### src/rtl/alu_cpsr_stage.sv
// Registered ARM data-processing execute stage: 16-op ALU, CPSR NZCV flags with
// C fed back to the barrel shifter, and a single-entry valid/ready result register.
module alu_cpsr_stage (
    input  logic        clk,
    input  logic        rst_n,
    input  logic        in_valid,
    output logic        in_ready,
    input  logic [31:0] A,
    input  logic [31:0] Shift_out,
    input  logic        Shift_carry_out,
    input  logic [3:0]  ALU_OP,
    input  logic        S,
    input  logic        Flags_we,
    input  logic [3:0]  Flags_in,
    output logic        out_valid,
    input  logic        out_ready,
    output logic [31:0] F,
    output logic        Write_Rd,
    output logic [3:0]  NZCV,
    output logic        Carry_flag
);

    typedef enum logic [3:0] {
        OP_AND = 4'h0, OP_EOR = 4'h1, OP_SUB = 4'h2, OP_RSB = 4'h3,
        OP_ADD = 4'h4, OP_ADC = 4'h5, OP_SBC = 4'h6, OP_RSC = 4'h7,
        OP_TST = 4'h8, OP_TEQ = 4'h9, OP_CMP = 4'hA, OP_CMN = 4'hB,
        OP_ORR = 4'hC, OP_MOV = 4'hD, OP_BIC = 4'hE, OP_MVN = 4'hF
    } alu_op_e;

    typedef struct packed {
        logic n;
        logic z;
        logic c;
        logic v;
    } flags_t;

    alu_op_e     op;
    logic        is_test;
    logic        s_eff;
    logic        carry_in;
    logic        accept;

    logic [31:0] add_x;
    logic [31:0] add_y;
    logic        add_cin;
    logic        is_arith;
    logic [32:0] sum;
    logic [31:0] logic_res;
    logic [31:0] result;
    flags_t      alu_flags;

    logic        out_valid_q, out_valid_d;
    logic [31:0] f_q,         f_d;
    logic        write_rd_q,  write_rd_d;
    flags_t      nzcv_q,      nzcv_d;

    assign op       = alu_op_e'(ALU_OP);
    // TST/TEQ/CMP/CMN occupy 8..B: they always set flags and never write Rd.
    assign is_test  = (ALU_OP[3:2] == 2'b10);
    assign s_eff    = S | is_test;
    assign carry_in = nzcv_q.c;

    assign in_ready = !out_valid_q || out_ready;
    assign accept   = in_valid && in_ready;

    // Adder operand selection; subtracts invert one operand so C means NOT borrow.
    always_comb begin
        // NOTE: every signal gets a default before the case so no path leaves it unassigned (no latch).
        add_x    = A;
        add_y    = Shift_out;
        add_cin  = 1'b0;
        is_arith = 1'b1;
        case (op)
            OP_ADD, OP_CMN: add_cin = 1'b0;
            OP_ADC:         add_cin = carry_in;
            OP_SUB, OP_CMP: begin
                add_y   = ~Shift_out;
                add_cin = 1'b1;
            end
            OP_SBC: begin
                add_y   = ~Shift_out;
                add_cin = carry_in;
            end
            OP_RSB: begin
                add_x   = Shift_out;
                add_y   = ~A;
                add_cin = 1'b1;
            end
            OP_RSC: begin
                add_x   = Shift_out;
                add_y   = ~A;
                add_cin = carry_in;
            end
            default: is_arith = 1'b0;
        endcase
    end

    assign sum = {1'b0, add_x} + {1'b0, add_y} + {32'd0, add_cin};

    always_comb begin
        logic_res = A & Shift_out;
        case (op)
            OP_AND, OP_TST: logic_res = A & Shift_out;
            OP_EOR, OP_TEQ: logic_res = A ^ Shift_out;
            OP_ORR:         logic_res = A | Shift_out;
            OP_MOV:         logic_res = Shift_out;
            OP_BIC:         logic_res = A & ~Shift_out;
            OP_MVN:         logic_res = ~Shift_out;
            default:        logic_res = A & Shift_out;
        endcase
    end

    assign result = is_arith ? sum[31:0] : logic_res;

    always_comb begin
        alu_flags.n = result[31];
        alu_flags.z = (result == 32'd0);
        alu_flags.c = Shift_carry_out;
        alu_flags.v = nzcv_q.v;
        if (is_arith) begin
            alu_flags.c = sum[32];
            alu_flags.v = (add_x[31] == add_y[31]) && (sum[31] != add_x[31]);
        end
    end

    // A direct flag load overrides any ALU flag update on the same edge.
    always_comb begin
        out_valid_d = out_valid_q;
        f_d         = f_q;
        write_rd_d  = write_rd_q;
        nzcv_d      = nzcv_q;
        if (accept) begin
            out_valid_d = 1'b1;
            f_d         = result;
            write_rd_d  = !is_test;
            if (s_eff) begin
                nzcv_d = alu_flags;
            end
        end else if (out_ready) begin
            out_valid_d = 1'b0;
        end
        if (Flags_we) begin
            nzcv_d = flags_t'(Flags_in);
        end
    end

    // NOTE: the result register is reset as well as the control bits, so F reads 0 after reset.
    always_ff @(posedge clk or negedge rst_n) begin
        if (!rst_n) begin
            out_valid_q <= 1'b0;
            f_q         <= 32'd0;
            write_rd_q  <= 1'b0;
            nzcv_q      <= '0;
        end else begin
            // NOTE: non-blocking assignments so every register samples pre-edge values.
            out_valid_q <= out_valid_d;
            f_q         <= f_d;
            write_rd_q  <= write_rd_d;
            nzcv_q      <= nzcv_d;
        end
    end

    assign out_valid  = out_valid_q;
    assign F          = f_q;
    assign Write_Rd   = write_rd_q;
    assign NZCV       = nzcv_q;
    assign Carry_flag = nzcv_q.c;

    stall_holds_result: assert property (
        @(posedge clk) disable iff (!rst_n)
        out_valid && !out_ready |=> out_valid && $stable(F) && $stable(Write_Rd)
    );

endmodule
### config.mk
export PLATFORM = sky130hd
export DESIGN_NAME = alu_cpsr_stage
export DESIGN_NICKNAME = d
export VERILOG_FILES = /design/src/rtl/alu_cpsr_stage.sv
export SDC_FILE = /design/constraint.sdc
export NUM_CORES = 1
export LEC_CHECK = 0
export BUFFER_PORTS_ARGS = -buffer_cell sky130_fd_sc_hd__buf_2
export CORE_AREA = 2 2 113 115
export DETAILED_ROUTE_END_ITERATION = 8
export DIE_AREA = 0 0 115 117
export PLACE_DENSITY = 0.92
export RECOVER_POWER = 100
export SYNTH_ARGS = -nofsm -noshare
export SYNTH_HDL_FRONTEND = slang
export SYNTH_SLANG_ARGS = --single-unit
### constraint.sdc
create_clock -name clk -period 5.81 [get_ports clk]
set_clock_uncertainty 0.1 [all_clocks]
set_input_delay 0.8715 -clock clk [delete_from_list [all_inputs] [get_ports clk]]
set_output_delay 0.8715 -clock clk [all_outputs]
set_load 0.01 [all_outputs]
==> results.toml, run 1 <==
[place]
hpwl_um = 18700
place.gp.congestion = 0.987
io_buffers = 118
place_area_sq_um = 7770
dp_cells = 1247

[floorplanning]
io_pins = 119
die_height_um = 117
core_sq_um = 12300
dieArea_sq_um = 13500
floorplan.initialDensity = 0.587
fp-row-count = 41
dieWidth_um = 115

[drt]
drtPass1Iterations = 6
viasPerCell = 6.68
first_iter_violations = 1005
ant_nets = 0
routed-via-count = 8377
route.final.wire_length_um = 24500
drc_errors = 0
post_drt_wl_per_cell_um = 19.6

[timing]
max_slew_margin = -0.338
hold_viol_final = 0
tightest_slew_ns = 2.01
period_minus_slack_ns = 5.30
max_freq_mhz = 189
finalSetupViolCount = 0
drv_slew = 39
fin_tns_setup_ns = 0
period_share = 0.912
rsz0062_at_grt = "no"

[pwr]
p_sw_frac = 0.466
net-switching-power_mw = 0.736
internal_power_mw = 0.843
leakage_nw = 3.57
clockPowerShare = 0.165
power_frac_seq = 0.231
p_per_area_nw_per_um2 = 202
comb_power_share = 0.605
irDropWorstVdd_uv = 137
finalPower_mw = 1.58

[synthesis]
yosysWarnings = 0
syn_area_per_cell_sq_um = 6.98
synth-seq-cells = 38
ys.flop_type = "dfrtp_1"
yosysSeqAreaShare = 0.132
async_reset_ff_frac = 1.00
ys_types = 91
synth_nets = 1179
synth_cells = 1035
syn_area_sq_um = 7230
synth-edff-count = 0

[cells_and_area]
final_util = 0.636
nFillCells = 1193
antenna_cells = 0
seqCellArea_sq_um = 951
multiInputGateArea_sq_um = 5550
num-nets-final = 1248
layout-drive-gt1-share = 0.139
finish.instance_area_sq_um = 7830
area_growth_pct = 8.28
final_cells = 1254

[clock_tree]
cts_resized = 0
cts-root-buf = "clkbuf_16"
numCtsBuffers = 5
cts_max_level = 2
clk_pin_slew_ns = 0.06
clkLatencyLatePin_ns = 0.28
clk_path_buf_depth = 2
cts_tree = "done"
cts.hold.buffers_added = 0
cts_sinks = 38
postCtsSetupRepairBufs = 0

[critical_path]
end_kind = "register"
worst_ep_required_time_ns = 5.94
crit_type = "input port to register"
crit_arrival_ns = 5.42
start_kind = "input port"
path_max_fanout = 20
rrSetupSlack_ns = 1.37

[global_routing]
antenna_found_initial = 0
grt_pass1_wl_um = 38700
grt-ovfl-total = 0
grt_max_degree = 56
groute.usage.overall = 0.363
grt_pass1_vias = 7595

[min_path]
hold_path_class = "register to register"

[outcome]
violations = "capacitance limit, slew limit"
outcome = "finished, violations left"

[flow_run]
maxCapViolCount = 1
==> through the flow <==
step,setup WS [ns],hold slack (ns)
2_1_floorplan,0.455,0.416
6_report,0.513,0.383
4_1_cts,0.640,0.378
5_1_grt,0.134,0.398
3_3_place_gp,0.369,0.356
3_5_place_dp,0.358,0.365
==> path summary, 6_finish.rpt <==
kind                       cells after the start  startpoint      end
setup / recovery                              18   ALU_OP[3]  NZCV[3]
hold / removal                                 1       F[15]    F[15]
setup reg to reg                              16  Carry_flag  NZCV[2]
hold reg to reg                                1       F[15]    F[15]
max in group asynchronous                      1       rst_n     F[9]
min in group asynchronous                      1       rst_n    F[29]
==> sequential cells by signal, indices dropped and copies added (netlist names) <==
| register | count |
|---|---|
| F | 32 |
| NZCV | 3 |
| Carry_flag | 1 |
| Write_Rd | 1 |
| out_valid | 1 |
==> Yosys cell counts, drive strengths merged, types with 4 or more instances <==
cell type  instances  area (sq um)
a221oi             4          41.3
nor2              50           188
nor3              19          95.1
buf               38           226
a22oi             16           130
a21o              21           163
a311oi             4          41.3
nor4               6          43.8
a211oi            14           128
ha                63           788
nor2b             11          68.8
nand3              9          45.0
a32oi              6          52.6
o31ai              8          60.1
o32ai              4          35.0
nand2b            11          68.8
nand4             14          87.6
a21oi             89           460
o211ai            11          82.6
o221ai             8          70.1
xnor2             38           333
mux2i             12           120
a21boi             4          30.0
inv               73           274
o311ai             5          43.8
o21ai            152           764
mux2              13           146
dfrtp             38           951
nand2            130           490
or3                5          33.8
and3              10          63.8
and2               7          46.3
xor2              19           166
o22ai             21           131
a31oi             10          62.6
clkbuf            44           206
==> power groups by stage <==
stage	Sequential, mW	Clock (mW)	Combinational, mW
after global placement	0.363	0	0.937
final	0.364	0.260	0.955
after global routing	0.370	0.275	1.05
after CTS	0.362	0.261	0.959
after floorplan	0.392	0	0.640
after detailed placement	0.366	0	0.951
==> placed cells by master (no fill, tap or decap), types with 6 or more instances in the layout <==
cell | Yosys | final
a21oi_1 | 85 | 87
nor2_1 | 50 | 50
nand3_1 | 9 | 9
nand2_1 | 129 | 129
o31ai_1 | 8 | 8
a21o_1 | 17 | 17
a31oi_1 | 10 | 10
inv_1 | 73 | 73
a32oi_1 | 6 | 6
nor2b_1 | 11 | 11
a211oi_1 | 11 | 12
a22oi_1 | 14 | 15
nand2b_1 | 11 | 11
o21ai_0 | 149 | 149
mux2i_1 | 12 | 12
o22ai_1 | 21 | 21
buf_2 | 19 | 77
dfrtp_1 | 38 | 38
and3_1 | 9 | 9
xnor2_1 | 38 | 38
o211ai_1 | 11 | 11
mux2_2 | 13 | 13
clkbuf_1 | 39 | 42
nor3_1 | 19 | 19
ha_1 | 63 | 63
buf_4 | 8 | 25
o221ai_1 | 8 | 8
xor2_1 | 19 | 19
nand4_1 | 14 | 14
==> kinds of logic after synthesis <==
kind of cell             count (synthesis)  share of synthesized area
AO/OA/AOI/OAI                          408                      0.362
adder cells (fa/ha/maj)                 65                      0.115
AND/OR/NAND/NOR                        287                      0.188
multiplexers                            25                     0.0369
XOR/XNOR                                57                     0.0691
buffers and inverters                  155                     0.0978
flip-flops                              38                      0.132
==> area by class of cell <==
type                            instances  share of cell area
Clock buffer                            5              0.0160
Clock inverter                          2             0.00128
Inverter                               73              0.0350
Multi-Input combinational cell        842               0.709
Sequential cell                        38               0.122
Tap cell                              150              0.0240
Timing Repair Buffer                  144              0.0934
==> per-layer routing <==
layer	share of wire	vias to the layer above	track usage
li1	-	3902	-
met1	0.38	3810	0.455
met2	0.44	530	0.574
met3	0.090	135	0.0412
met4	0.091	0	0.280
met5	0	-	0
==> worst max-delay path, stage by stage <==
cell       delay (ns)
buf_2            0.11
or3_2            0.62
o21ai_2          0.12
buf_4            0.29
nand2_1          0.08
o21ai_0          0.06
o21ai_0          0.17
ha_1             0.32
nor2b_1          0.24
o21ai_2          0.13
a211oi_1         0.46
o21ai_0          0.35
a211oi_1         0.38
o2111ai_1        0.20
and3_1           0.20
a211oi_1         0.45
mux2_2           0.24
mux2_2           0.13
No activity file was read; power rests on OpenSTA's default activity.
==> run 2: changes to the inputs <==
Settings changed: CELL_PAD_IN_SITES_DETAIL_PLACEMENT set to 2, CELL_PAD_IN_SITES_GLOBAL_PLACEMENT set to 2, CORE_AREA 2 2 113 115 to 2 2 147 149, DIE_AREA 0 0 115 117 to 0 0 149 151, PLACE_DENSITY 0.92 to 0.95.
==> results.toml, run 2 (same netlist as run 1, synthesis figures left out) <==
[critical_path]
crit_arrival_ns = 5.61
crit_type = "input port to register"
reg2reg_depth = 16
cpMostUsedCell = "fa_1"
path_max_fanout = 51
reg2reg_to = "NZCV[2]"
end_kind = "register"
worst_ep_required_time_ns = 5.93
worstSetupStartpoint = "ALU_OP[3]"
cpMaxStageDelayCell = "fa_1"
rrSetupSlack_ns = 1.12
crit_path_cell_trace = "buf_2 -> or3_2 -> buf_4 -> nor2_1 -> a211oi_1 -> fa_1 -> inv_1 -> fa_1 -> a21o_1 -> a221o_1 -> a211oi_2 -> o221ai_1 -> a311oi_1 -> xor2_1 -> a32oi_1 -> nor4_2 -> nand4_1 -> o21ai_1"
worstSetupEndpoint = "NZCV[2]"
reg2reg_from = "Carry_flag"
max_stage_delay_ns = 0.47
start_kind = "input port"

[flow_run]
maxCapViolCount = 2

[min_path]
hold_path_class = "register to register"

[cells_and_area]
final_cells = 1378
layout-drive-gt1-share = 0.136
final_common_cell = "o21ai_0"
antenna_cells = 0
finish.instance_area_sq_um = 7990
area_growth_pct = 10.6
largest_reg_flops = 32
num-nets-final = 1246
final_cell_mix = "150 x o21ai_0, 129 x nand2_1, 87 x a21oi_1"

[clock_tree]
clk_path_buf_depth = 2
cts_tree = "done"
postCtsSetupRepairBufs = 0
cts_sinks = 38
cts.hold.buffers_added = 0
clkLatencyLatePin_ns = 0.29
clk_pin_slew_ns = 0.06
numCtsBuffers = 5
cts_resized = 0
cts_max_level = 2
cts-root-buf = "clkbuf_16"

[floorplanning]
core_sq_um = 20800
die_height_um = 151
dieWidth_um = 149
floorplan.initialDensity = 0.347
fp-row-count = 53
io_pins = 119
dieArea_sq_um = 22500

[timing]
hold_viol_final = 0
hold-worst-slack_ns = 0.388
drv_slew = 92
period_share = 0.945
rsz0062_at_grt = "no"
finalSetupViolCount = 0
fin_tns_setup_ns = 0
period_minus_slack_ns = 5.49
max_slew_margin = -0.454
max_freq_mhz = 182
tightest_slew_ns = 2.18

[drt]
drc_errors = 0
viasPerCell = 6.35
post_drt_wl_per_cell_um = 26.2
drtPass1Iterations = 5
ant_nets = 0
first_iter_violations = 505
routed-via-count = 8748
route.final.wire_length_um = 36100

[place]
place_area_sq_um = 7920
hpwl_um = 28000
place.gp.congestion = 0.934
dp_cells = 1370
io_buffers = 118

[pwr]
p_per_area_nw_per_um2 = 219
leakage_nw = 3.57
irDropWorstVdd_uv = 94.5

[outcome]
violations = "capacitance limit, slew limit"
outcome = "finished, violations left"

[global_routing]
grt_pass1_vias = 9466
groute.usage.overall = 0.317
grt_max_degree = 56
grt_pass1_wl_um = 55100
antenna_found_initial = 0
grt-ovfl-total = 0
run 2: power by group:
part | internal (mW) | leakage, nW | switching, mW
registers | 0.327 | 0.461 | 0.0429
logic | 0.363 | 3.03 | 0.700
clock network | 0.203 | 0.0781 | 0.115
run 2: per-layer routing:
layer / vias up / share of wire / GRT usage
met5: - / 0 / 0
met2: 323 / 0.50 / 0.565
met1: 4401 / 0.39 / 0.361
met4: 0 / 0.072 / 0.201
met3: 123 / 0.046 / 0.0349
li1: 3901 / - / -
run 2: critical path, delay by kind of cell:
family / cells / cell delay [ns]
AO/OA/AOI/OAI: 8 / 2.32
XOR/XNOR: 1 / 0.30
adder cells (fa/ha/maj): 2 / 0.75
buffers and inverters: 3 / 0.71
AND/OR/NAND/NOR: 4 / 0.64
run 2: area by class of cell:
cell class,instances,area [sq um]
Timing Repair Buffer,142,716
Tap cell,275,344
Inverter,73,274
Sequential cell,38,951
Multi-Input combinational cell,842,5540
Fill cell,2582,12800
Clock inverter,1,30.0
Clock buffer,7,133
run 2: metrics by stage:
step | utilization | power [mW] | worst slack, ns
2_1_floorplan | - | 1.03 | 0.455
3_3_place_gp | 0.380 | 1.33 | 0.519
3_5_place_dp | 0.380 | 1.42 | 0.182
4_1_cts | 0.388 | 1.76 | 0.443
5_1_grt | 0.384 | 1.85 | 0.0927
6_report | 0.384 | 1.75 | 0.319
run 2: worst min-delay path by stage:
stage                      from    end  slack [ns]  depth (start not counted)
after detailed placement  F[22]  F[22]        0.37                          2
after CTS                 F[15]  F[15]        0.39                          1
after global placement    F[18]  F[18]        0.36                          1
after global routing      F[15]  F[15]        0.42                          1
final                      F[3]   F[3]        0.39                          2
after floorplan           F[12]  F[12]        0.42                          2
==> run 3: changes to the inputs <==
Settings changed: BUFFER_PORTS_ARGS -buffer_cell sky130_fd_sc_hd__buf_2 to not set, CORE_AREA 2 2 147 149 to 2 2 138 140, DIE_AREA 0 0 149 151 to 0 0 140 142, DONT_BUFFER_PORTS set to 1.
==> results.toml, run 3 (same netlist as run 1, synthesis figures left out) <==
[pwr]
p_sw_frac = 0.486
power_frac_seq = 0.264
internal_power_mw = 0.804
net-switching-power_mw = 0.759
leakage_nw = 3.18
irDropWorstVdd_uv = 104
p_per_area_nw_per_um2 = 213
clockPowerShare = 0.173
comb_power_share = 0.563

[global_routing]
grt_pass1_wl_um = 51400
grt_pass1_vias = 8916
groute.usage.overall = 0.332
grt_max_degree = 97
grt-ovfl-total = 0
antenna_found_initial = 0

[clock_tree]
cts_resized = 0
clk_path_buf_depth = 2
clk_pin_slew_ns = 0.06
cts-root-buf = "clkbuf_16"
cts_max_level = 2
cts_tree = "done"
cts_sinks = 38
clkLatencyLatePin_ns = 0.29
postCtsSetupRepairBufs = 0
numCtsBuffers = 5
cts.hold.buffers_added = 0

[critical_path]
end_kind = "register"
rrSetupSlack_ns = 0.96
critical_path.top_delay_family = "compound AO/OA/AOI/OAI gates"
path_max_fanout = 68
reg2reg_depth = 16
crit_arrival_ns = 5.53
start_kind = "input port"
worst_ep_required_time_ns = 5.91
path_buf_inv = 2
cpMaxStageDelayCell = "or3_2"
max_stage_delay_ns = 0.51
reg2reg_to = "NZCV[2]"
crit_type = "input port to register"
crit_path_cell_trace = "inv_1 -> or3_2 -> o21ai_2 -> nor2_1 -> a211oi_1 -> fa_1 -> inv_1 -> fa_1 -> a21o_1 -> a221o_1 -> a211oi_2 -> o221ai_1 -> a311oi_1 -> xor2_1 -> a32oi_1 -> nor4_1 -> nand4_1 -> o21ai_1"
reg2reg_from = "Carry_flag"

[cells_and_area]
final_common_cell = "o21ai_0"
layout-drive-gt1-share = 0.0666
antenna_cells = 0
seqCellArea_sq_um = 951
multiInputGateArea_sq_um = 5540
finish.instance_area_sq_um = 7320
area_growth_pct = 1.28
largest_reg_flops = 32
nFillCells = 2211
final_cell_mix = "150 x o21ai_0, 129 x nand2_1, 87 x a21oi_1"
final_cells = 1210
num-nets-final = 1120

[drt]
drtPass1Iterations = 7
routed-via-count = 8191
first_iter_violations = 509
ant_nets = 0
post_drt_wl_per_cell_um = 28.2
route.final.wire_length_um = 34100
viasPerCell = 6.77
drc_errors = 10

[floorplanning]
die_height_um = 142
fp-row-count = 50
core_sq_um = 18500
dieArea_sq_um = 19900
dieWidth_um = 140
io_pins = 119
floorplan.initialDensity = 0.392

[place]
io_buffers = 0
place.gp.congestion = 0.890
hpwl_um = 25900
dp_cells = 1203
place_area_sq_um = 7230

[outcome]
violations = "DRC, capacitance limit, slew limit"
outcome = "finished, violations left"

[timing]
drv_slew = 53
period_minus_slack_ns = 5.42
fin_tns_setup_ns = 0
period_share = 0.933
tightest_slew_ns = 1.70
rsz0062_at_grt = "no"
finalSetupViolCount = 0
max_slew_margin = -0.136
max_freq_mhz = 184
hold_viol_final = 0

[min_path]
hold_path_class = "input port to async pin"

[flow_run]
maxCapViolCount = 1
==> run 3: cell type report <==
type / instances / share of cell area
clock buffer: 5 / 0.0171
clock inverter: 2 / 0.00137
inverter: 73 / 0.0374
multi-input combinational: 842 / 0.757
sequential: 38 / 0.130
tap: 234 / 0.0400
timing repair buffer: 16 / 0.0176
==> run 3: routing by layer <==
layer	share of wire	GRT usage	wire, um
met5	0	0	0
met4	0.084	0.241	2880
met3	0.062	0.0764	2100
met2	0.49	0.591	16600
met1	0.37	0.346	12500
==> run 3: power by group through the flow <==
| stage | combinational [mW] | sequential (mW) | clock [mW] |
|---|---|---|---|
| final | 0.880 | 0.413 | 0.270 |
| after CTS | 0.871 | 0.415 | 0.270 |
| after global placement | 0.790 | 0.413 | 0 |
| after detailed placement | 0.852 | 0.415 | 0 |
| after floorplan | 0.640 | 0.392 | 0 |
| after global routing | 0.943 | 0.419 | 0.281 |
==> run 3: worst reg2reg max path, delay by kind of cell (launching register included) <==
family | cells | cell delay [ns]
adder cells (fa/ha/maj) | 2 | 0.72
XOR/XNOR | 1 | 0.31
flip-flops | 1 | 0.55
AND/OR/NAND/NOR | 3 | 0.67
AO/OA/AOI/OAI | 9 | 2.35
buffers and inverters | 1 | 0.07
==> run 3: per-stage QoR <==
step | hold WS [ns] | power, mW | worst slack (ns) | utilization
after floorplan | 0.416 | 1.03 | 0.455 | -
after global placement | 0.435 | 1.20 | 0.461 | 0.392
after detailed placement | 0.446 | 1.27 | 0.365 | 0.392
after CTS | 0.173 | 1.56 | 0.572 | 0.399
after global routing | 0.169 | 1.64 | 0.166 | 0.397
final | 0.172 | 1.56 | 0.387 | 0.397
==> run 3: worst max path at each step <==
| stage | end | cells after the start | slack, ns | startpoint |
|---|---|---|---|---|
| finish | NZCV[2] | 18 | 0.39 | ALU_OP[0] |
| global placement | NZCV[2] | 18 | 0.46 | ALU_OP[0] |
| floorplan | NZCV[2] | 22 | 0.46 | ALU_OP[0] |
| detailed placement | NZCV[2] | 18 | 0.36 | ALU_OP[0] |
| CTS | NZCV[2] | 18 | 0.57 | ALU_OP[0] |
| global route | NZCV[2] | 18 | 0.17 | ALU_OP[0] |
